$ cat src/rtl/sync_input_sequencer.sv
`default_nettype none
// ============================================================================
// Module   : sync_input_sequencer
// Purpose  : Debounces an already-synchronized board-input bus and queues each
//            committed change as an event in a small show-ahead FIFO that the
//            consumer drains over a valid/ready handshake.
// Ports    : clk        - system clock
//            reset      - synchronous, active-high reset
//            sync_in    - synchronized input bus
//            stable_out - current committed (debounced) value
//            evt_valid  - FIFO head event available
//            evt_ready  - consumer accepts head event
//            evt_data   - committed value carried by head event
//            evt_rise   - bits that went 0->1 in head event
//            overflow   - sticky: an event was dropped because FIFO was full
//            busy       - debounce in progress or events pending
// Revision : 1.0 - initial release
// ============================================================================
module sync_input_sequencer #(
  parameter int WIDTH         = 11,
  parameter int STABLE_CYCLES = 4,
  parameter int DEPTH         = 4
) (
  input  logic             clk,
  input  logic             reset,
  input  logic [WIDTH-1:0] sync_in,
  output logic [WIDTH-1:0] stable_out,
  output logic             evt_valid,
  input  logic             evt_ready,
  output logic [WIDTH-1:0] evt_data,
  output logic [WIDTH-1:0] evt_rise,
  output logic             overflow,
  output logic             busy
);

  // cnt never exceeds STABLE_CYCLES-1: the commit happens at that value.
  localparam int CNT_W = (STABLE_CYCLES > 1) ? $clog2(STABLE_CYCLES) : 1;
  localparam int PTR_W = $clog2(DEPTH);

  localparam logic [CNT_W-1:0] CNT_ONE   = CNT_W'(1);
  localparam logic [CNT_W-1:0] CNT_LAST  = CNT_W'(STABLE_CYCLES - 1);
  localparam logic [PTR_W-1:0] PTR_ONE   = PTR_W'(1);
  localparam logic [PTR_W:0]   OCC_ONE   = (PTR_W + 1)'(1);
  localparam logic [PTR_W:0]   OCC_FULL  = (PTR_W + 1)'(DEPTH);

  typedef enum logic [0:0] {
    IDLE  = 1'b0,
    CHECK = 1'b1
  } state_t;

  state_t           state, state_nxt;
  logic [WIDTH-1:0] cand, cand_nxt;
  logic [CNT_W-1:0] cnt, cnt_nxt;
  logic             commit;
  logic [WIDTH-1:0] commit_val;

  // --------------------------------------------------------------------------
  // Debounce FSM
  // --------------------------------------------------------------------------
  always_ff @(posedge clk) begin
    if (reset) begin
      state      <= IDLE;
      cand       <= '0;
      cnt        <= '0;
      stable_out <= '0;
    end else begin
      state <= state_nxt;
      cand  <= cand_nxt;
      cnt   <= cnt_nxt;
      if (commit) begin
        stable_out <= commit_val;
      end
    end
  end

  always_comb begin
    state_nxt  = state;
    cand_nxt   = cand;
    cnt_nxt    = cnt;
    commit     = 1'b0;
    commit_val = cand;
    case (state)
      IDLE: begin
        if (sync_in != stable_out) begin
          if (STABLE_CYCLES == 1) begin
            commit     = 1'b1;
            commit_val = sync_in;
          end else begin
            cand_nxt  = sync_in;
            cnt_nxt   = CNT_ONE;
            state_nxt = CHECK;
          end
        end
      end
      CHECK: begin
        if (sync_in == cand) begin
          if (cnt == CNT_LAST) begin
            commit     = 1'b1;
            commit_val = cand;
            state_nxt  = IDLE;
          end else begin
            cnt_nxt = cnt + CNT_ONE;
          end
        end else if (sync_in == stable_out) begin
          // Input bounced back to the committed value: drop the candidate.
          state_nxt = IDLE;
        end else begin
          // A third value appeared: restart the stability count on it.
          cand_nxt = sync_in;
          cnt_nxt  = CNT_ONE;
        end
      end
      default: state_nxt = IDLE;
    endcase
  end

  // --------------------------------------------------------------------------
  // Event FIFO (show-ahead, no bypass)
  // --------------------------------------------------------------------------
  logic [WIDTH-1:0] mem_data [DEPTH];
  logic [WIDTH-1:0] mem_rise [DEPTH];
  logic [PTR_W-1:0] wr_ptr, rd_ptr;
  logic [PTR_W:0]   occ;
  logic             full, pop, do_push;

  assign full    = (occ == OCC_FULL);
  assign pop     = evt_valid && evt_ready;
  // A pop on the same edge frees the slot the push needs.
  assign do_push = commit && (!full || pop);

  always_ff @(posedge clk) begin
    if (reset) begin
      wr_ptr   <= '0;
      rd_ptr   <= '0;
      occ      <= '0;
      overflow <= 1'b0;
      for (int i = 0; i < DEPTH; i++) begin
        mem_data[i] <= '0;
        mem_rise[i] <= '0;
      end
    end else begin
      if (do_push) begin
        mem_data[wr_ptr] <= commit_val;
        mem_rise[wr_ptr] <= commit_val & ~stable_out;
        wr_ptr           <= wr_ptr + PTR_ONE;
      end
      if (commit && !do_push) begin
        overflow <= 1'b1;
      end
      if (pop) begin
        rd_ptr <= rd_ptr + PTR_ONE;
      end
      case ({do_push, pop})
        2'b10:   occ <= occ + OCC_ONE;
        2'b01:   occ <= occ - OCC_ONE;
        default: occ <= occ;
      endcase
    end
  end

  assign evt_valid = (occ != '0);
  assign evt_data  = mem_data[rd_ptr];
  assign evt_rise  = mem_rise[rd_ptr];
  assign busy      = (state == CHECK) || evt_valid;

endmodule
`default_nettype wire

$ cat config.mk
export PLATFORM = sky130hd
export DESIGN_NAME = sync_input_sequencer
export DESIGN_NICKNAME = d
export VERILOG_FILES = /design/src/rtl/sync_input_sequencer.sv
export SDC_FILE = /design/constraint.sdc
export NUM_CORES = 1
export LEC_CHECK = 0
export ABC_AREA = 1
export CORE_MARGIN = 2
export CORE_UTILIZATION = 55
export DETAILED_ROUTE_END_ITERATION = 6
export PLACE_DENSITY = 0.77
export SLEW_MARGIN = 10
export SYNTH_ARGS = -nofsm -noshare
export SYNTH_HDL_FRONTEND = slang
export SYNTH_SLANG_ARGS = --single-unit
$ cat constraint.sdc
create_clock -name clk -period 6.9 [get_ports clk]
set_input_delay 1.725 -clock clk [delete_from_list [all_inputs] [get_ports clk]]
set_output_delay 1.725 -clock clk [all_outputs]
set_load 0.01 [all_outputs]
==> results of run 1 <==
## state kept, by name, summed over array words and instances (netlist names), named ones only
name / flops
mem_data: 44
mem_rise: 44
cand: 11
stable_out: 11
occ: 3
cnt: 2
rd_ptr: 2
wr_ptr: 2
overflow: 1
state: 1
## kinds of logic (layout without fill, tap and decap cells)
logic type                 Yosys count  after routing  share of synthesized area, %
buffers and inverters              110            164                          7.81
xor gates and xnor gates             8              8                          1.26
AOI/OAI and AO/OA                  109            109                          10.8
DFF                                123            123                          60.0
adders and majority gates            3              3                         0.808
and+or+nand+nor                    266            266                          19.4
## synthesized netlist by cell type (all sizes together)
| cell type | n | area share [%] |
|---|---|---|
| edfxtp | 88 | 47 |
| o22ai | 22 | 2.5 |
| dfxtp | 35 | 13 |
| nor3 | 1 | 0.090 |
| a21oi | 9 | 0.81 |
| nand4 | 4 | 0.72 |
| a211oi | 11 | 1.5 |
| nand3 | 26 | 2.4 |
| nor2 | 162 | 11 |
| nand3b | 2 | 0.27 |
| buf | 9 | 1.0 |
| xnor2 | 4 | 0.63 |
| inv | 77 | 5.2 |
| xor2 | 4 | 0.63 |
| o21a | 1 | 0.13 |
| clkbuf | 23 | 1.5 |
| o21ai | 66 | 5.9 |
| fa | 1 | 0.36 |
| ha | 2 | 0.45 |
| clkinv | 1 | 0.067 |
| nand2 | 71 | 4.8 |
## area by class of cell
type,count,area [sq um]
fill,780,3100
clock inverter,10,148
inverter,78,293
sequential,123,3340
multi-input combinational,386,1810
clock buffer,22,433
timing repair buffer,54,528
tap,133,166
## worst min path at each step
stage / from / to / slack [ps]
detailed placement: rd_ptr[0] / rd_ptr[0] / 470
finish: rd_ptr[0] / rd_ptr[0] / 470
global placement: overflow / overflow / 450
global route: rd_ptr[0] / rd_ptr[0] / 510
floorplan: rd_ptr[1] / flip-flop / 440
CTS: rd_ptr[0] / rd_ptr[0] / 480
## metal layers
layer / global-route usage [%] / vias up / routed length [um]
met4: 10.6 / 0 / 317
met1: 32.9 / 2131 / 5600
met2: 42.7 / 183 / 6480
met3: 7.17 / 29 / 977
li1: - / 2126 / -
met5: 0 / - / 0
## worst reg2reg max path: stages (launching register included)
cell                      delay, ps
sky130_fd_sc_hd__dfxtp_1        490
sky130_fd_sc_hd__inv_1          130
sky130_fd_sc_hd__nand2_1        120
sky130_fd_sc_hd__nand2_1         60
sky130_fd_sc_hd__nor2_1         100
sky130_fd_sc_hd__nand2_1         70
sky130_fd_sc_hd__nor2_2         190
sky130_fd_sc_hd__nand4_4        210
sky130_fd_sc_hd__nor2_4         520
sky130_fd_sc_hd__nand3_2        520
sky130_fd_sc_hd__nand2_1        850
## per-stage QoR
stage	setup WS (ps)	instance area [sq um]	power [W]	instances	utilization, %
after floorplan	2500	5580	0.000881	619	-
after global placement	1770	6140	0.000918	774	62.5
after detailed placement	1590	6140	0.000921	774	62.5
after CTS	2130	6720	0.00179	806	68.4
after global routing	1800	6720	0.00183	806	68.4
final	2090	6720	0.00178	806	68.4
## where the power goes
part	total [W]	internal [W]	leakage [nW]	switching, W
Combinational	0.0000760	0.0000312	1.32	0.0000448
Sequential	0.000831	0.000817	1.15	0.0000141
Clock	0.000877	0.000581	0.286	0.000297
Total	0.00178	0.00143	2.75	0.000355
==> out/qor.log, run 1 <==
qor: setup_path.crit_path_start_kind input port
qor: setup_path.ff2ff_setup_slack 3260 ps
qor: setup_path.worstSetupEndpoint mem_data[0][0]
qor: sta.final_critical_period 4810 ps
qor: global_routing.globalRouteOverflowTotal 0
qor: drt.route.antenna.remaining_nets 0
qor: drt.vias_per_cell 5.54
qor: setup_path.critPathBufInv 2
qor: sta.fin_hold_ws 472 ps
qor: floorplanning.floorplan.die_area 11000 sq um
qor: power.cellPowerDensity 265 nW/um^2
qor: drt.drc 0
qor: setup_path.critical_path_class in -> reg
qor: setup_path.worst_path_largest_cell_delay 840 ps
qor: floorplanning.die_h 105 um
qor: drt.drt-total-wl 13.4 mm
qor: sta.fin_crit_sh 69.7%
qor: global_routing.grtUsageTotal 26.1%
qor: sta.finalSetupViolCount 0
qor: run_status.outcome complete, no violations
qor: run.max_cap_viol_count 0
qor: synth.yosys_warning_total 0
qor: drt.dr.pass1.iters 5
qor: drt.drtIter0Drc 374
qor: clock_tree.clock_path_buffers 2
qor: global_routing.grt_start_max_net_pins 46
qor: setup_path.cp.depth 11
qor: placement.portbufs 49
qor: sta.fmax 208 MHz
qor: final_layout.antennaDiodeCount 0
qor: placement.hpwl 8.95 mm
qor: floorplanning.rows 36
qor: placement.place_congestion 1.00
qor: power.power.ir.vdd_worst 0.000154 V
qor: setup_path.critical_path.reg2reg.endpoint mem_data[0][0]
qor: drt.route.vias.total 4469
qor: final_layout.commonest_cells_after_routing_fill_and_taps_aside sky130_fd_sc_hd__nor2_1, sky130_fd_sc_hd__edfxtp_1, sky130_fd_sc_hd__inv_1
qor: setup_path.reg2reg_from cand[1]
qor: floorplanning.dieWidth 105 um
qor: min_path.hold_crit_depth 1
qor: clock_tree.clkSinkCount 123
qor: global_routing.number_of_global_route_vias_before_repair 4313
qor: setup_path.arrival 4940 ps
qor: setup_path.required 7040 ps
qor: global_routing.first_pass_grt_wire_length 21.6 mm
qor: clock_tree.clock_insertion_delay_worst_skew 510 ps
qor: synth.ys_seq_area_share 60.0%
qor: synth.ys_seq_elements 123
qor: final_layout.post_route_cells_drive_above_1_share 5.50%
qor: sta.slew_violations 0
qor: synth.synth_area_per_cell 9.01 sq um
qor: drt.route.detailed.wl_per_inst 16.6 um
qor: setup_path.critical_path.cell_chain clkdlybuf4s50_1, inv_1, nand2_1, nand2_1, nor2_1, nand2_1, nor2_2, nand4_4, nor2_4, nand3_2, nand2_1
qor: setup_path.crit_path_top_delay_cell sky130_fd_sc_hd__nand2_1
qor: sta.normalized_max_slew_margin 40.5%
qor: setup_path.dominant_delay_contributor_by_cell_family_on_the_critical_path simple AND/OR/NAND/NOR gates
qor: setup_path.worstRegToRegCells 10
qor: clock_tree.post_cts_resized 0
qor: sta.rsz0062_at_grt no
qor: clock_tree.cts_htree_levels 4
qor: synth.synthesis.nets 636
qor: sta.worst_slew_pin_slew 890 ps
qor: clock_tree.post-cts-setup-buffers 0
qor: setup_path.crit_start sync_in[6]
qor: setup_path.worstPathMaxFanout 31
qor: synth.postSynthCellCount 619
qor: floorplanning.floorplan.initialDensity 56.8%
qor: power.total_leakage_power 2.75 nW
qor: sta.timing.clock.skew 6.96 ps
qor: clock_tree.tritoncts.num_buffers 17
qor: floorplanning.io_pins 50
qor: global_routing.grt_antenna_before_repair 0
qor: clock_tree.postCtsHoldBufs 0
qor: final_layout.layout.cells.most_common sky130_fd_sc_hd__nor2_1
qor: clock_tree.ctsRootBufferMaster sky130_fd_sc_hd__clkbuf_8
qor: sta.hold_violations 0
qor: clock_tree.cts_tree done
qor: synth.syn-cell-area 5580 sq um
qor: min_path.min-delay-path-class reg -> reg
qor: final_layout.final_net_count 677
qor: floorplanning.area_of_the_core_region 9820 sq um
qor: final_layout.synthToLayoutAreaGrowth 20.5%
qor: sta.timing.setup.tns 0 ps
qor: setup_path.cp-end-kind flip-flop
qor: synth.post_synth_num_cell_types 27
qor: clock_tree.clk_pin_slew 60 ps
qor: setup_path.critical_path.most_common_cell sky130_fd_sc_hd__nand2_1
(Power assumes the default switching activity.)
==> run 2: changes to the inputs <==
--- a/config.mk
+++ b/config.mk
@@ -7,9 +7,9 @@
 export LEC_CHECK = 0
 export ABC_AREA = 1
 export CORE_MARGIN = 2
-export CORE_UTILIZATION = 55
+export CORE_UTILIZATION = 52
 export DETAILED_ROUTE_END_ITERATION = 6
-export PLACE_DENSITY = 0.77
+export PLACE_DENSITY = 0.76
 export SLEW_MARGIN = 10
 export SYNTH_ARGS = -nofsm -noshare
 export SYNTH_HDL_FRONTEND = slang
==> constraint.sdc (replaced) <==
create_clock -name clk -period 4.4 [get_ports clk]
set_input_delay 1.1 -clock clk [delete_from_list [all_inputs] [get_ports clk]]
set_output_delay 1.1 -clock clk [all_outputs]
set_load 0.01 [all_outputs]
==> run 2 against run 1 <==
First-iteration DRC count up 3.7%; critical endpoint is now evt_rise[0]; count of clock-buffer cells in the layout unchanged; clock skew barely moved; critical path depth fell by 6; via count is 0.83% lower; combinational power is 59% higher; non-clock buffer count is 5 higher; largest cell class unchanged; final cell count rose by 0.99%.
==> out/qor.log, run 2 (same netlist as run 1, synthesis figures left out) <==
qor: sta.worst_slew_pin_slew 968 ps
qor: sta.timing.clock.skew 7.14 ps
qor: global_routing.number_of_global_route_vias_before_repair 4318
qor: clock_tree.clk_pin_slew 60 ps
qor: sta.hold_violations 0
qor: sta.fin_hold_ws 479 ps
qor: power.cellPowerDensity 393 nW/um^2
qor: sta.final_critical_period 3780 ps
qor: sta.slew_violations 0
qor: global_routing.grt_antenna_before_repair 0
qor: run_status.outcome complete, no violations
qor: final_layout.layout.cells.most_common sky130_fd_sc_hd__nor2_1
qor: clock_tree.post-cts-setup-buffers 0
qor: floorplanning.area_of_the_core_region 10400 sq um
qor: placement.place_congestion 0.874
qor: placement.hpwl 8.84 mm
qor: clock_tree.postCtsHoldBufs 0
qor: global_routing.globalRouteOverflowTotal 0
qor: drt.vias_per_cell 5.44
qor: setup_path.crit_path_start_kind flip-flop
qor: final_layout.final_net_count 682
qor: drt.dr.pass1.iters 5
qor: min_path.hp-start rd_ptr[1]
qor: clock_tree.clock_insertion_delay_worst_skew 510 ps
qor: global_routing.first_pass_grt_wire_length 22.2 mm
qor: setup_path.reg2reg_from cand[5]
qor: drt.route.antenna.remaining_nets 0
qor: sta.normalized_max_slew_margin 35.3%
qor: drt.route.detailed.wl_per_inst 17.1 um
qor: global_routing.grtUsageTotal 25.8%
qor: placement.placed_cell_area 6180 sq um
qor: setup_path.worstPathMaxFanout 23
qor: final_layout.post_route_cells_drive_above_1_share 6.19%
qor: final_layout.nFillCells 842
qor: clock_tree.clkSinkCount 123
qor: final_layout.largestRegisters mem_data (44), mem_rise (44)
qor: clock_tree.ctsRootBufferMaster sky130_fd_sc_hd__clkbuf_8
qor: run.max_cap_viol_count 0
qor: floorplanning.dieWidth 108 um
qor: final_layout.synthToLayoutAreaGrowth 20.0%
qor: floorplanning.floorplan.initialDensity 53.8%
qor: clock_tree.clock_path_buffers 2
qor: floorplanning.io_pins 50
qor: floorplanning.rows 37
qor: sta.fin_crit_sh 86.0%
qor: placement.detailedPlace.worstSlack 927 ps
qor: final_layout.antennaDiodeCount 0
qor: final_layout.post-route-util 64.5%
qor: sta.finalSetupViolCount 0
qor: setup_path.critical_path_class reg -> out
qor: clock_tree.cts_htree_levels 4
qor: setup_path.required 3300 ps
qor: power.power.ir.vdd_worst 0.000256 V
qor: sta.timing.setup.tns 0 ps
qor: sta.final_setup_margin 616 ps
qor: drt.drc 0
qor: floorplanning.floorplan.die_area 11600 sq um
qor: setup_path.cp-end-kind output pin
qor: clock_tree.tritoncts.num_buffers 17
qor: global_routing.grt_start_max_net_pins 45
qor: final_layout.commonest_cells_after_routing_fill_and_taps_aside sky130_fd_sc_hd__nor2_1, sky130_fd_sc_hd__edfxtp_1, sky130_fd_sc_hd__inv_1
qor: min_path.min-delay-path-class reg -> reg
qor: sta.fmax 264 MHz
qor: sta.rsz0062_at_grt no
qor: drt.drt-total-wl 13.9 mm
qor: placement.portbufs 49
qor: drt.route.vias.total 4432
qor: clock_tree.post_cts_resized 0
qor: floorplanning.die_h 108 um
qor: final_layout.post-route-cell-area 6690 sq um
qor: drt.drtIter0Drc 388
qor: power.total_leakage_power 2.74 nW
qor: setup_path.arrival 2680 ps
qor: clock_tree.cts_tree done
==> run 2: changes by cell type in the layout (fill, tap and decap cells not counted) <==
cell                         change
sky130_fd_sc_hd__bufinv_16       -3
sky130_fd_sc_hd__clkinvlp_4      +2
sky130_fd_sc_hd__buf_4           +5
sky130_fd_sc_hd__clkinv_2        +1
==> run 2: where the power goes <==
part           leakage (nW)  internal, W  total [W]  switching, W
combinational          1.34    0.0000501   0.000121     0.0000707
sequential             1.15      0.00128    0.00130     0.0000213
clock                 0.247     0.000737    0.00121      0.000471
total                  2.74      0.00207    0.00263      0.000563
==> run 2: per-stage QoR <==
stage,instances,total power (W)
after floorplan,619,0.00138
after global placement,782,0.00144
after detailed placement,782,0.00145
after CTS,814,0.00264
after global routing,814,0.00270
final,814,0.00263
==> run 2: final timing paths <==
kind,depth (start not counted),slack [ps],end
hold / removal,2,480,rd_ptr[1]
setup reg to reg,9,1960,stable_out[9]
setup / recovery,5,620,evt_rise[0]
hold reg to reg,2,480,rd_ptr[1]
==> run 2: area by class of cell <==
class	count	area, sq um	area share, %
clock buffer	22	433	6.47
clock inverter	10	77.6	1.16
inverter	78	293	4.38
multi-input combinational	386	1810	27.0
sequential	123	3340	50.0
tap	136	170	2.54
timing repair buffer	59	566	8.45
==> run 2: layer usage <==
layer / wire length [um] / GRT usage, % / up-vias
li1: - / - / 2133
met1: 5520 / 33.2 / 2080
met2: 7020 / 43.4 / 195
met3: 1130 / 5.51 / 24
met4: 233 / 8.61 / 0
met5: 0 / 0 / -
==> run 2: critical path: stages (launching register included) <==
cell and delay (ps):
sky130_fd_sc_hd__dfxtp_1 300, sky130_fd_sc_hd__buf_4 220, sky130_fd_sc_hd__inv_1 530, sky130_fd_sc_hd__o21ai_0 270
sky130_fd_sc_hd__o22ai_1 250, sky130_fd_sc_hd__clkdlybuf4s50_1 580
